## config.mk

```make
export PLATFORM = sky130hd
export DESIGN_NAME = acc_to_fp16
export DESIGN_NICKNAME = d
export VERILOG_FILES = /design/src/rtl/acc_to_fp16.sv
export SDC_FILE = /design/constraint.sdc
export NUM_CORES = 1
export LEC_CHECK = 0
export ABC_CLOCK_PERIOD_IN_PS = 5900
export CAP_MARGIN = 15
export CORE_ASPECT_RATIO = 1.75
export CORE_MARGIN = 5
export CORE_UTILIZATION = 60
export CTS_BUF_LIST = sky130_fd_sc_hd__clkbuf_4 sky130_fd_sc_hd__clkbuf_8 sky130_fd_sc_hd__clkbuf_16
export CTS_CLUSTER_SIZE = 40
export DETAILED_ROUTE_END_ITERATION = 6
export PLACE_DENSITY = 0.82
export SETUP_SLACK_MARGIN = 0.3
export SLEW_MARGIN = 10
export SYNTH_ARGS = -nofsm -noshare
export SYNTH_HDL_FRONTEND = slang
export SYNTH_SLANG_ARGS = --single-unit
```

## constraint.sdc

```tcl
create_clock -name clk -period 5.9 [get_ports clk]
set_clock_uncertainty 0.1 [all_clocks]
set_input_delay 0.59 -clock clk [delete_from_list [all_inputs] [get_ports clk]]
set_output_delay 0.59 -clock clk [all_outputs]
set_load 0.01 [all_outputs]
```

## src/rtl/acc_to_fp16.sv

```systemverilog
// Converts a MAC {exp, signed fixed-point accumulator} pair into an IEEE FP16 value (RNE, flush-to-zero).
// Optional build macro ACC2FP_SAT_EN: overflow saturates to max finite instead of infinity.
module acc_to_fp16 #(
  parameter int ACC_WIDTH = 32,
  parameter int EXP_WIDTH = 5,
  parameter int FRAC_BITS = 10,
  parameter int BIAS      = 15
) (
  input  logic                 clk,
  input  logic                 rst,
  input  logic                 in_valid,
  output logic                 in_ready,
  input  logic [ACC_WIDTH-1:0] acc_in,
  input  logic [EXP_WIDTH-1:0] exp_in,
  output logic                 out_valid,
  input  logic                 out_ready,
  output logic [15:0]          fp_out,
  output logic                 ovf,
  output logic                 unf
);

  localparam int LW = $clog2(ACC_WIDTH);
  localparam int EW = LW + EXP_WIDTH + 2;
  localparam int MW = FRAC_BITS + 1;
  localparam logic signed [EW-1:0] EXP_TOP  = EW'(2 * BIAS + 1);
  localparam logic signed [EW-1:0] EXP_ZERO = EW'(0);

  localparam logic [1:0] ST_IDLE = 2'd0;
  localparam logic [1:0] ST_NORM = 2'd1;
  localparam logic [1:0] ST_RND  = 2'd2;
  localparam logic [1:0] ST_OUT  = 2'd3;

  logic [1:0]           state_r;
  logic                 in_ready_r;
  logic [ACC_WIDTH-1:0] acc_r;
  logic [EXP_WIDTH-1:0] exp_r;
  logic                 sign_r;
  logic                 zero_r;
  logic [ACC_WIDTH-1:0] norm_r;
  logic signed [EW-1:0] exp_norm_r;
  logic                 out_valid_r;
  logic [15:0]          fp_out_r;
  logic                 ovf_r;
  logic                 unf_r;

  logic [ACC_WIDTH-1:0] mag_s;
  logic [LW-1:0]        lead_s;
  logic [LW-1:0]        shamt_s;
  logic [ACC_WIDTH-1:0] norm_s;
  logic signed [EW-1:0] exp_norm_s;
  logic [MW-1:0]        mant_s;
  logic                 guard_s;
  logic                 sticky_s;
  logic [MW:0]          mant_sum_s;
  logic [MW-1:0]        mant_fin_s;
  logic signed [EW-1:0] exp_fin_s;
  logic [15:0]          fp_s;
  logic                 ovf_s;
  logic                 unf_s;

  function automatic logic [LW-1:0] lead_one(input logic [ACC_WIDTH-1:0] v);
    lead_one = '0;
    for (int i = 0; i < ACC_WIDTH; i++) begin
      lead_one = v[i] ? LW'(i) : lead_one;
    end
  endfunction

  // Normalise stage: magnitude, leading-one position, shift to MSB, unbiased-free exponent
  always_comb begin
    mag_s      = acc_r[ACC_WIDTH-1] ? (~acc_r + {{(ACC_WIDTH-1){1'b0}}, 1'b1}) : acc_r;
    lead_s     = lead_one(mag_s);
    shamt_s    = LW'(ACC_WIDTH - 1) - lead_s;
    norm_s     = mag_s << shamt_s;
    exp_norm_s = EW'(exp_r) + EW'(lead_s) - EW'(FRAC_BITS);
  end

  // Round stage: round-to-nearest-even and range check
  always_comb begin
    mant_s     = norm_r[ACC_WIDTH-1 -: MW];
    guard_s    = norm_r[ACC_WIDTH-MW-1];
    sticky_s   = |norm_r[ACC_WIDTH-MW-2:0];
    mant_sum_s = {1'b0, mant_s} + {{MW{1'b0}}, guard_s & (sticky_s | mant_s[0])};
    if (mant_sum_s[MW]) begin
      mant_fin_s = {1'b1, {FRAC_BITS{1'b0}}};
      exp_fin_s  = exp_norm_r + EW'(1);
    end else begin
      mant_fin_s = mant_sum_s[MW-1:0];
      exp_fin_s  = exp_norm_r;
    end
    ovf_s = 1'b0;
    unf_s = 1'b0;
    if (zero_r) begin
      fp_s = 16'h0000;
    end else if (exp_fin_s >= EXP_TOP) begin
      ovf_s = 1'b1;
`ifdef ACC2FP_SAT_EN
      fp_s = {sign_r, 15'h7BFF};
`else
      fp_s = {sign_r, 15'h7C00};
`endif
    end else if (exp_fin_s <= EXP_ZERO) begin
      unf_s = 1'b1;
      fp_s  = {sign_r, 15'h0000};
    end else begin
      fp_s = {sign_r, exp_fin_s[EXP_WIDTH-1:0], mant_fin_s[FRAC_BITS-1:0]};
    end
  end

  // Control FSM and pipeline registers
  always_ff @(posedge clk or negedge rst) begin
    if (!rst) begin
      state_r     <= ST_IDLE;
      in_ready_r  <= 1'b0;
      acc_r       <= '0;
      exp_r       <= '0;
      sign_r      <= 1'b0;
      zero_r      <= 1'b0;
      norm_r      <= '0;
      exp_norm_r  <= '0;
      out_valid_r <= 1'b0;
      fp_out_r    <= 16'h0000;
      ovf_r       <= 1'b0;
      unf_r       <= 1'b0;
    end else begin
      case (state_r)
        ST_IDLE: begin
          if (in_valid && in_ready_r) begin
            acc_r      <= acc_in;
            exp_r      <= exp_in;
            in_ready_r <= 1'b0;
            state_r    <= ST_NORM;
          end else begin
            in_ready_r <= 1'b1;
          end
        end
        ST_NORM: begin
          sign_r     <= acc_r[ACC_WIDTH-1];
          zero_r     <= (mag_s == '0);
          norm_r     <= norm_s;
          exp_norm_r <= exp_norm_s;
          state_r    <= ST_RND;
        end
        ST_RND: begin
          fp_out_r    <= fp_s;
          ovf_r       <= ovf_s;
          unf_r       <= unf_s;
          out_valid_r <= 1'b1;
          state_r     <= ST_OUT;
        end
        ST_OUT: begin
          if (out_ready) begin
            out_valid_r <= 1'b0;
            ovf_r       <= 1'b0;
            unf_r       <= 1'b0;
            in_ready_r  <= 1'b1;
            state_r     <= ST_IDLE;
          end else begin
            out_valid_r <= 1'b1;
          end
        end
        default: begin
          state_r     <= ST_IDLE;
          in_ready_r  <= 1'b0;
          out_valid_r <= 1'b0;
          ovf_r       <= 1'b0;
          unf_r       <= 1'b0;
        end
      endcase
    end
  end

  assign in_ready  = in_ready_r;
  assign out_valid = out_valid_r;
  assign fp_out    = fp_out_r;
  assign ovf       = ovf_r;
  assign unf       = unf_r;

endmodule

```

==> metrics.md, run 1 <==
| Metric | Value |
|---|---|
| CP Launch Type | `flip-flop` |
| Clock insertion delay at the later pin of the skew report | `around 0.36 ns` |
| Starting Density | `0.612` |
| Largest net degree at the start of global routing | `63` |
| First-pass GRT wire length | `38300 microns` |
| Status | `complete, no violations` |
| Cell Chain, Critical Path | `inv_1, ha_1, or4b_1, or4_4, o41ai_4, xor2_2, and4_1, a32oi_2, a21oi_2, nor2_4, buf_4, a21oi_1, a22o_1, o311ai_2, a21oi_1, a21o_1` |
| Most used DFF post-synth | `dfrtp_1` |
| Fmax | `about 190 MHz` |
| # rows | `55` |
| Unique cell type count in the Yosys netlist | `92` |
| HPWL Detailed | `18000 microns` |
| R2r startpoint | `acc_r[0]` |
| Fraction of registers with async set/reset | `1.00` |
| Gr usage total | `0.300` |
| M3 GR Usage | `0.0503` |
| # clock sinks | `100` |
| RSZ-0062 raised after global routing | `no` |
| Avg Cell Area, Syn | `8.81 sq um` |
| Initial drt markers | `629` |
| CTS Hold Bufs | `0` |
| Antenna viol nets, final | `0` |
| CP peak stage delay | `0.63 ns` |
| Final hold violation count | `0` |
| Maximum fanout along the worst path | `16` |
| DR vias/cell | `roughly 6.8` |
| Period minus WS final | `5.29 ns` |
| Worst slew pin tran | `0.900 ns` |
| Final worst path period share | `0.896` |
| CP Capture Type | `flip-flop` |
| I/O Pins | `61` |
| Arr. time, crit path | `between 5 and 6 ns` |
| Vias in the first global route | `7514` |
| Gpl congestion | `slightly above 1` |
| Met2 usage in global routing | `0.528` |
| FF+latch count, synth | `100` |
| Root buf cell | `clkbuf_16` |
| Final Max Slew Viols | `0` |
| Count of input and output buffers | `60` |
| Sequential area share after synthesis | `0.316` |
| Ant. Diodes | `0` |
| Post-DP Area | `0.00861 sq mm` |
| Vias | `~7600` |
| Worst-path clk slew | `about 0.080 ns` |
| Setup violators final | `0` |
| Initial antenna violation count | `0` |
| CP top delay family | `compound AO/OA/AOI/OAI gates` |
| Layout cells sized above 1 | `0.132` |
| Req. time, crit path | `6.10 ns` |
| Critical path startpoint | `acc_r[0]` |
| EDFF count, synth | `0` |
| Grt total ovfl | `0` |
| Die height | `roughly 160 microns` |
| Synthesized area | `0.00792 sq mm` |
| Cells after Synth | `899` |
| Setup TNS | `0 ns` |
| Setup CP Type | `reg2reg` |
| Slowest stage cell, crit path | `or4b_1` |
| Synthesis Warnings | `0` |
| Syn nets | `957` |
| # Post-CTS Setup Buffers | `0` |
| M1 GR Usage | `0.317` |
| WP buf/inv | `2` |
| Die Wd | `96.8 microns` |
| Hold_ws | `about 0.089 ns` |
| Core area | `0.0129 sq mm` |
| Total CTS buffers | `9` |
| Die Area | `between 0.015 and 0.02 sq mm` |
| Clock buffer depth | `2` |
| WL final | `23500 microns` |
| Post-route cell area | `0.00891 sq mm` |
| H-tree depth | `3` |
| Syn-to-layout area delta | `12.5%` |
| Most used cell, CP | `a21oi_1` |
| Nets | `988` |
| # resized after CTS | `0` |
| Post-route insts no fill | `1106` |
| Relative slew slack | `0.399` |
| Grt peak-use layer | `met2` |
| DRT Pass-1 Iters | `5` |
| Clock tree from TritonCTS | `yes` |
| Post-DR wirelength/cell | `21.3 microns` |
| Hold WC Path Type | `in2async` |
| Maxcap violations | `0` |
| Cells after DPL | `roughly 1100` |
| DRC | `0` |
==> path summary, 6_finish.rpt <==
kind	end	slack [ns]	cells after the start
setup / recovery	norm_r[31]	0.61	16
hold / removal	unf	0.09	1
setup reg to reg	norm_r[31]	0.61	16
hold reg to reg	fp_out[14]	0.39	1
max in group asynchronous	norm_r[7]	4.44	2
min in group clk	fp_out[14]	0.39	1
==> flip-flops by register name (all words and copies together) (netlist names) <==
name	cells
acc_r	32
norm_r	32
fp_out	16
exp_norm_r	7
exp_r	5
state_r	2
in_ready	1
out_valid	1
ovf	1
sign_r	1
unf	1
zero_r	1
==> per-stage QoR <==
step / util / setup slack (ns)
final: 0.688 / 0.612
after detailed placement: 0.666 / 0.679
after floorplan: - / 0.722
after global placement: 0.666 / 0.739
after CTS: 0.688 / 0.651
after global routing: 0.688 / 0.342
==> layer usage <==
metal,up-vias,routed length [microns]
met5,-,0
met3,153,1480
met4,0,1900
li1,3465,-
met1,3547,8100
met2,389,12000
==> cells in the mapped netlist, drive strengths merged (5+ instances only) <==
cell / count / area, sq um
and3: 7 / 43.8
a21o: 9 / 67.6
xnor2: 31 / 272
o41ai: 5 / 85.1
dfrtp: 100 / 2500
nand3: 25 / 130
or4: 12 / 93.8
buf: 23 / 139
o2111ai: 6 / 52.6
nand4: 12 / 75.1
nand2b: 9 / 56.3
nand2: 74 / 288
nor2b: 8 / 50.1
o2bb2ai: 27 / 236
and2: 6 / 37.5
a31oi: 16 / 106
o22ai: 12 / 75.1
o221ai: 14 / 123
or3: 14 / 87.6
nor3: 20 / 100
mux2i: 19 / 190
a211oi: 10 / 75.1
ha: 16 / 200
o32a: 5 / 50.1
mux2: 52 / 586
o211ai: 6 / 50.1
xor2: 25 / 226
inv: 30 / 113
a21oi: 54 / 274
clkbuf: 38 / 143
or2: 9 / 56.3
o21ai: 48 / 244
nor4: 16 / 106
nor2: 62 / 240
o31ai: 9 / 72.6
==> placed cells by master, fill, tap and decap left out, drive strengths merged, types with 22 or more instances in the layout <==
master,synthesis,routed
buf,23,22
xor2,25,25
nand2,74,74
nand3,25,25
o21ai,48,48
mux2,52,52
dfrtp,100,100
a21oi,54,54
inv,30,32
o2bb2ai,27,27
xnor2,31,31
clkdlybuf4s50,0,59
nor2,62,62
==> cells by family after synthesis <==
family,after synthesis,share of synthesized area
and+or+nand+nor,285,0.184
muxes,74,0.106
buffers and inverters,95,0.0517
AOI/OAI and AO/OA,272,0.251
xor gates and xnor gates,56,0.0629
adders and majority gates,17,0.0278
DFF,100,0.316
==> cell type report <==
cell class	instances	area, sq um
Clock buffer	9	225
Clock inverter	7	70.1
Fill cell	1107	4030
Inverter	34	128
Multi-Input combinational cell	704	5010
Sequential cell	100	2500
Tap cell	171	214
Timing Repair Buffer	81	756
Power of run 1 is not shown: default switching activity piles up to over one toggle a cycle in this logic, so the estimate is an artifact.
==> inputs of run 2 (changes only) <==
--- a/config.mk
+++ b/config.mk
@@ -6,7 +6,6 @@
 export NUM_CORES = 1
 export LEC_CHECK = 0
 export ABC_CLOCK_PERIOD_IN_PS = 5900
-export CAP_MARGIN = 15
 export CORE_ASPECT_RATIO = 1.75
 export CORE_MARGIN = 5
 export CORE_UTILIZATION = 60
@@ -19,3 +18,4 @@
 export SYNTH_ARGS = -nofsm -noshare
 export SYNTH_HDL_FRONTEND = slang
 export SYNTH_SLANG_ARGS = --single-unit
+export TNS_END_PERCENT = 1
==> results of run 2 <==
Same layout as run 1: the final DEF is identical, and so are final timing and power.
Power of run 2 is left out for the same reason.
==> inputs of run 3 (changes only) <==
--- a/config.mk
+++ b/config.mk
@@ -5,7 +5,7 @@
 export SDC_FILE = /design/constraint.sdc
 export NUM_CORES = 1
 export LEC_CHECK = 0
-export ABC_CLOCK_PERIOD_IN_PS = 5900
+export ABC_CLOCK_PERIOD_IN_PS = 5820
 export CORE_ASPECT_RATIO = 1.75
 export CORE_MARGIN = 5
 export CORE_UTILIZATION = 60
==> constraint.sdc (replaced) <==
create_clock -name clk -period 5.82 [get_ports clk]
set_clock_uncertainty 0.1 [all_clocks]
set_input_delay 0.582 -clock clk [delete_from_list [all_inputs] [get_ports clk]]
set_output_delay 0.582 -clock clk [all_outputs]
set_load 0.01 [all_outputs]
==> run 3 against run 2 <==
  * Via count decreased by 0.60%
  * Core utilization increased by 0.15 points
  * Sequential share of layout area decreased by 0.063 points
  * Worst hold slack got worse by 0.010 ns
  * Routed wire length decreased by 0.59%
  * First-iteration DRC count increased by 0.16%
  * Global-route usage increased by 0.060 points
  * Non-clock buffer count increased by 5
  * Largest cell class unchanged
==> metrics.md, run 3 (same netlist as run 1, synthesis figures left out) <==
| Metric | Value |
|---|---|
| Status | `complete, no violations` |
| R2R Setup Slk | `0.65 ns (+0.03 ns)` |
| Largest net degree at the start of global routing | `64 (+1.6%)` |
| Filler Cell Count | `1113 (+0.54%)` |
| DRC | `0 (unchanged)` |
| Grt total ovfl | `0 (unchanged)` |
| # rows | `55 (unchanged)` |
| M1 GR Usage | `0.304 (-0.0128)` |
| Layout cells sized above 1 | `0.136 (+0.00476)` |
| Gpl congestion | `1.03 (+0.55%)` |
| Worst R2R End | `exp_norm_r[5]` |
| Die height | `162 microns (unchanged)` |
| Most frequent cells in the layout | `dfrtp_1 (100), nand2_1 (72), nor2_1 (61)` |
| Die Area | `0.0157 sq mm (unchanged)` |
| Hold WC Path Type | `in2async` |
| Gr usage total | `0.301 (+0.000599)` |
| Post-DR wirelength/cell | `21.1 microns (-0.95%)` |
| Total CTS buffers | `9 (unchanged)` |
| Antenna viol nets, final | `0 (unchanged)` |
| R2r startpoint | `acc_r[13]` |
| FF+latch area | `0.00250 sq mm (unchanged)` |
| Most common library cell in the layout ignoring fill and taps | `dfrtp_1` |
| WL final | `23400 microns (-0.59%)` |
| Vias | `7509 (-0.60%)` |
| Nets | `993 (+0.51%)` |
| Maxcap violations | `0 (unchanged)` |
| M3 GR Usage | `0.0597 (+0.00945)` |
| Worst-path clk slew | `0.07 ns (about the same)` |
| Grt peak-use layer | `met2` |
| Starting Density | `0.612 (unchanged)` |
| Final worst path period share | `0.889 (-0.00725)` |
| Period minus WS final | `5.17 ns (-0.114 ns)` |
| # clock sinks | `100 (unchanged)` |
| Setup TNS | `0 ns (unchanged)` |
| CP peak stage delay | `0.62 ns (about the same)` |
| Final hold violation count | `0 (unchanged)` |
| CP top delay family | `simple AND/OR/NAND/NOR gates` |
| First-pass GRT wire length | `38400 microns (+0.36%)` |
| Slowest stage cell, crit path | `or4_1` |
| Clock buffer depth | `2 (unchanged)` |
| Setup CP Type | `reg2reg` |
| I/O Pins | `61 (unchanged)` |
| Req. time, crit path | `5.96 ns (-0.14 ns)` |
| Worst slew pin tran | `0.885 ns (-0.0151 ns)` |
| Crit. path cell count | `17 (+1)` |
| DR vias/cell | `6.76 (-0.95%)` |
| Clock tree from TritonCTS | `yes` |
| Core area | `0.0129 sq mm (unchanged)` |
| WP buf/inv | `2 (unchanged)` |
| Cell Chain, Critical Path | `or4_1, or4_1, buf_4, o31ai_1, xor2_1, o21ai_1, nand3_2, nand2_4, nor2_4, inv_2, ha_1, ha_1, fa_1, a21o_1, a21oi_1, xnor2_1, mux2_2` |
| Area of the multi-input gates | `0.00502 sq mm (about the same)` |
| Final Max Slew Viols | `0 (unchanged)` |
| Fmax | `193 MHz (+2.2%)` |
| Maximum fanout along the worst path | `10 (-6)` |
| Relative slew slack | `0.409 (+0.0100)` |
| Vias in the first global route | `7580 (+0.88%)` |
| Initial drt markers | `630 (+0.16%)` |
| Initial antenna violation count | `0 (unchanged)` |
| DRT Pass-1 Iters | `7 (+2)` |
| Setup violators final | `0 (unchanged)` |
| Ant. Diodes | `0 (unchanged)` |
| RSZ-0062 raised after global routing | `yes` |
| Count of input and output buffers | `60 (unchanged)` |
| CP Launch Type | `flip-flop` |
| Met2 usage in global routing | `0.543 (+0.0151)` |
| Die Wd | `96.8 microns (unchanged)` |
| Syn-to-layout area delta | `12.7%` |
| R2R depth | `17 (+1)` |
| HPWL Detailed | `18100 microns (+0.83%)` |
| Clock insertion delay at the later pin of the skew report | `0.35 ns (about the same)` |
| Arr. time, crit path | `5.31 ns (-0.17 ns)` |
| CP Capture Type | `flip-flop` |
| Root buf cell | `clkbuf_16` |
| H-tree depth | `3 (unchanged)` |
| CTS Hold Bufs | `0 (unchanged)` |
run 3: worst reg2reg max path, stage by stage (launching register included):
cell and delay [ns]:
dfrtp_1 0.48, or4_1 0.62, or4_1 0.53, buf_4 0.20, o31ai_1 0.40, xor2_1 0.36, o21ai_1 0.22, nand3_2 0.21
nand2_4 0.13, nor2_4 0.22, inv_2 0.10, ha_1 0.19, ha_1 0.20, fa_1 0.41, a21o_1 0.18, a21oi_1 0.17
xnor2_1 0.08, mux2_2 0.26
run 3: through the flow:
stage	worst slack (ns)	area [sq um]	utilization	hold slack, ns	instances
after global routing	0.296	8930	0.690	0.120	1110
after detailed placement	0.729	8650	0.669	0.374	1095
final	0.646	8930	0.690	0.0784	1110
after CTS	0.722	8920	0.690	0.104	1110
after global placement	0.798	8650	0.669	0.368	1095
after floorplan	0.642	7920	-	0.186	899
run 3: worst max path at each step:
stage	from	endpoint	slack, ns
2_1_floorplan	acc_r[0]	exp_norm_r[5]	0.64
3_3_place_gp	acc_r[13]	exp_norm_r[5]	0.80
3_5_place_dp	acc_r[13]	exp_norm_r[5]	0.73
4_1_cts	acc_r[13]	exp_norm_r[5]	0.72
5_1_grt	acc_r[6]	exp_norm_r[4]	0.30
6_report	acc_r[13]	exp_norm_r[5]	0.65
run 3: final cells by class:
cell class	instances	share of cell area
Multi-Input combinational cell	704	0.562
Sequential cell	100	0.280
Timing Repair Buffer	86	0.0889
Clock buffer	11	0.0269
Tap cell	171	0.0240
Inverter	34	0.0143
Clock inverter	4	0.00378
run 3: what timing repair did:
item	CTS	global route
endpoints found under the hold margin	0	0
setup endpoints to repair	0	4
buffers inserted	0	0
gates resized for setup	0	1
run 3: layer usage:
metal / wire, microns / share of wire
met3: 1330 / 0.057
met4: 1800 / 0.077
met5: 0 / 0
met2: 12200 / 0.52
met1: 8060 / 0.34
Power of run 3 is left out for the same reason.
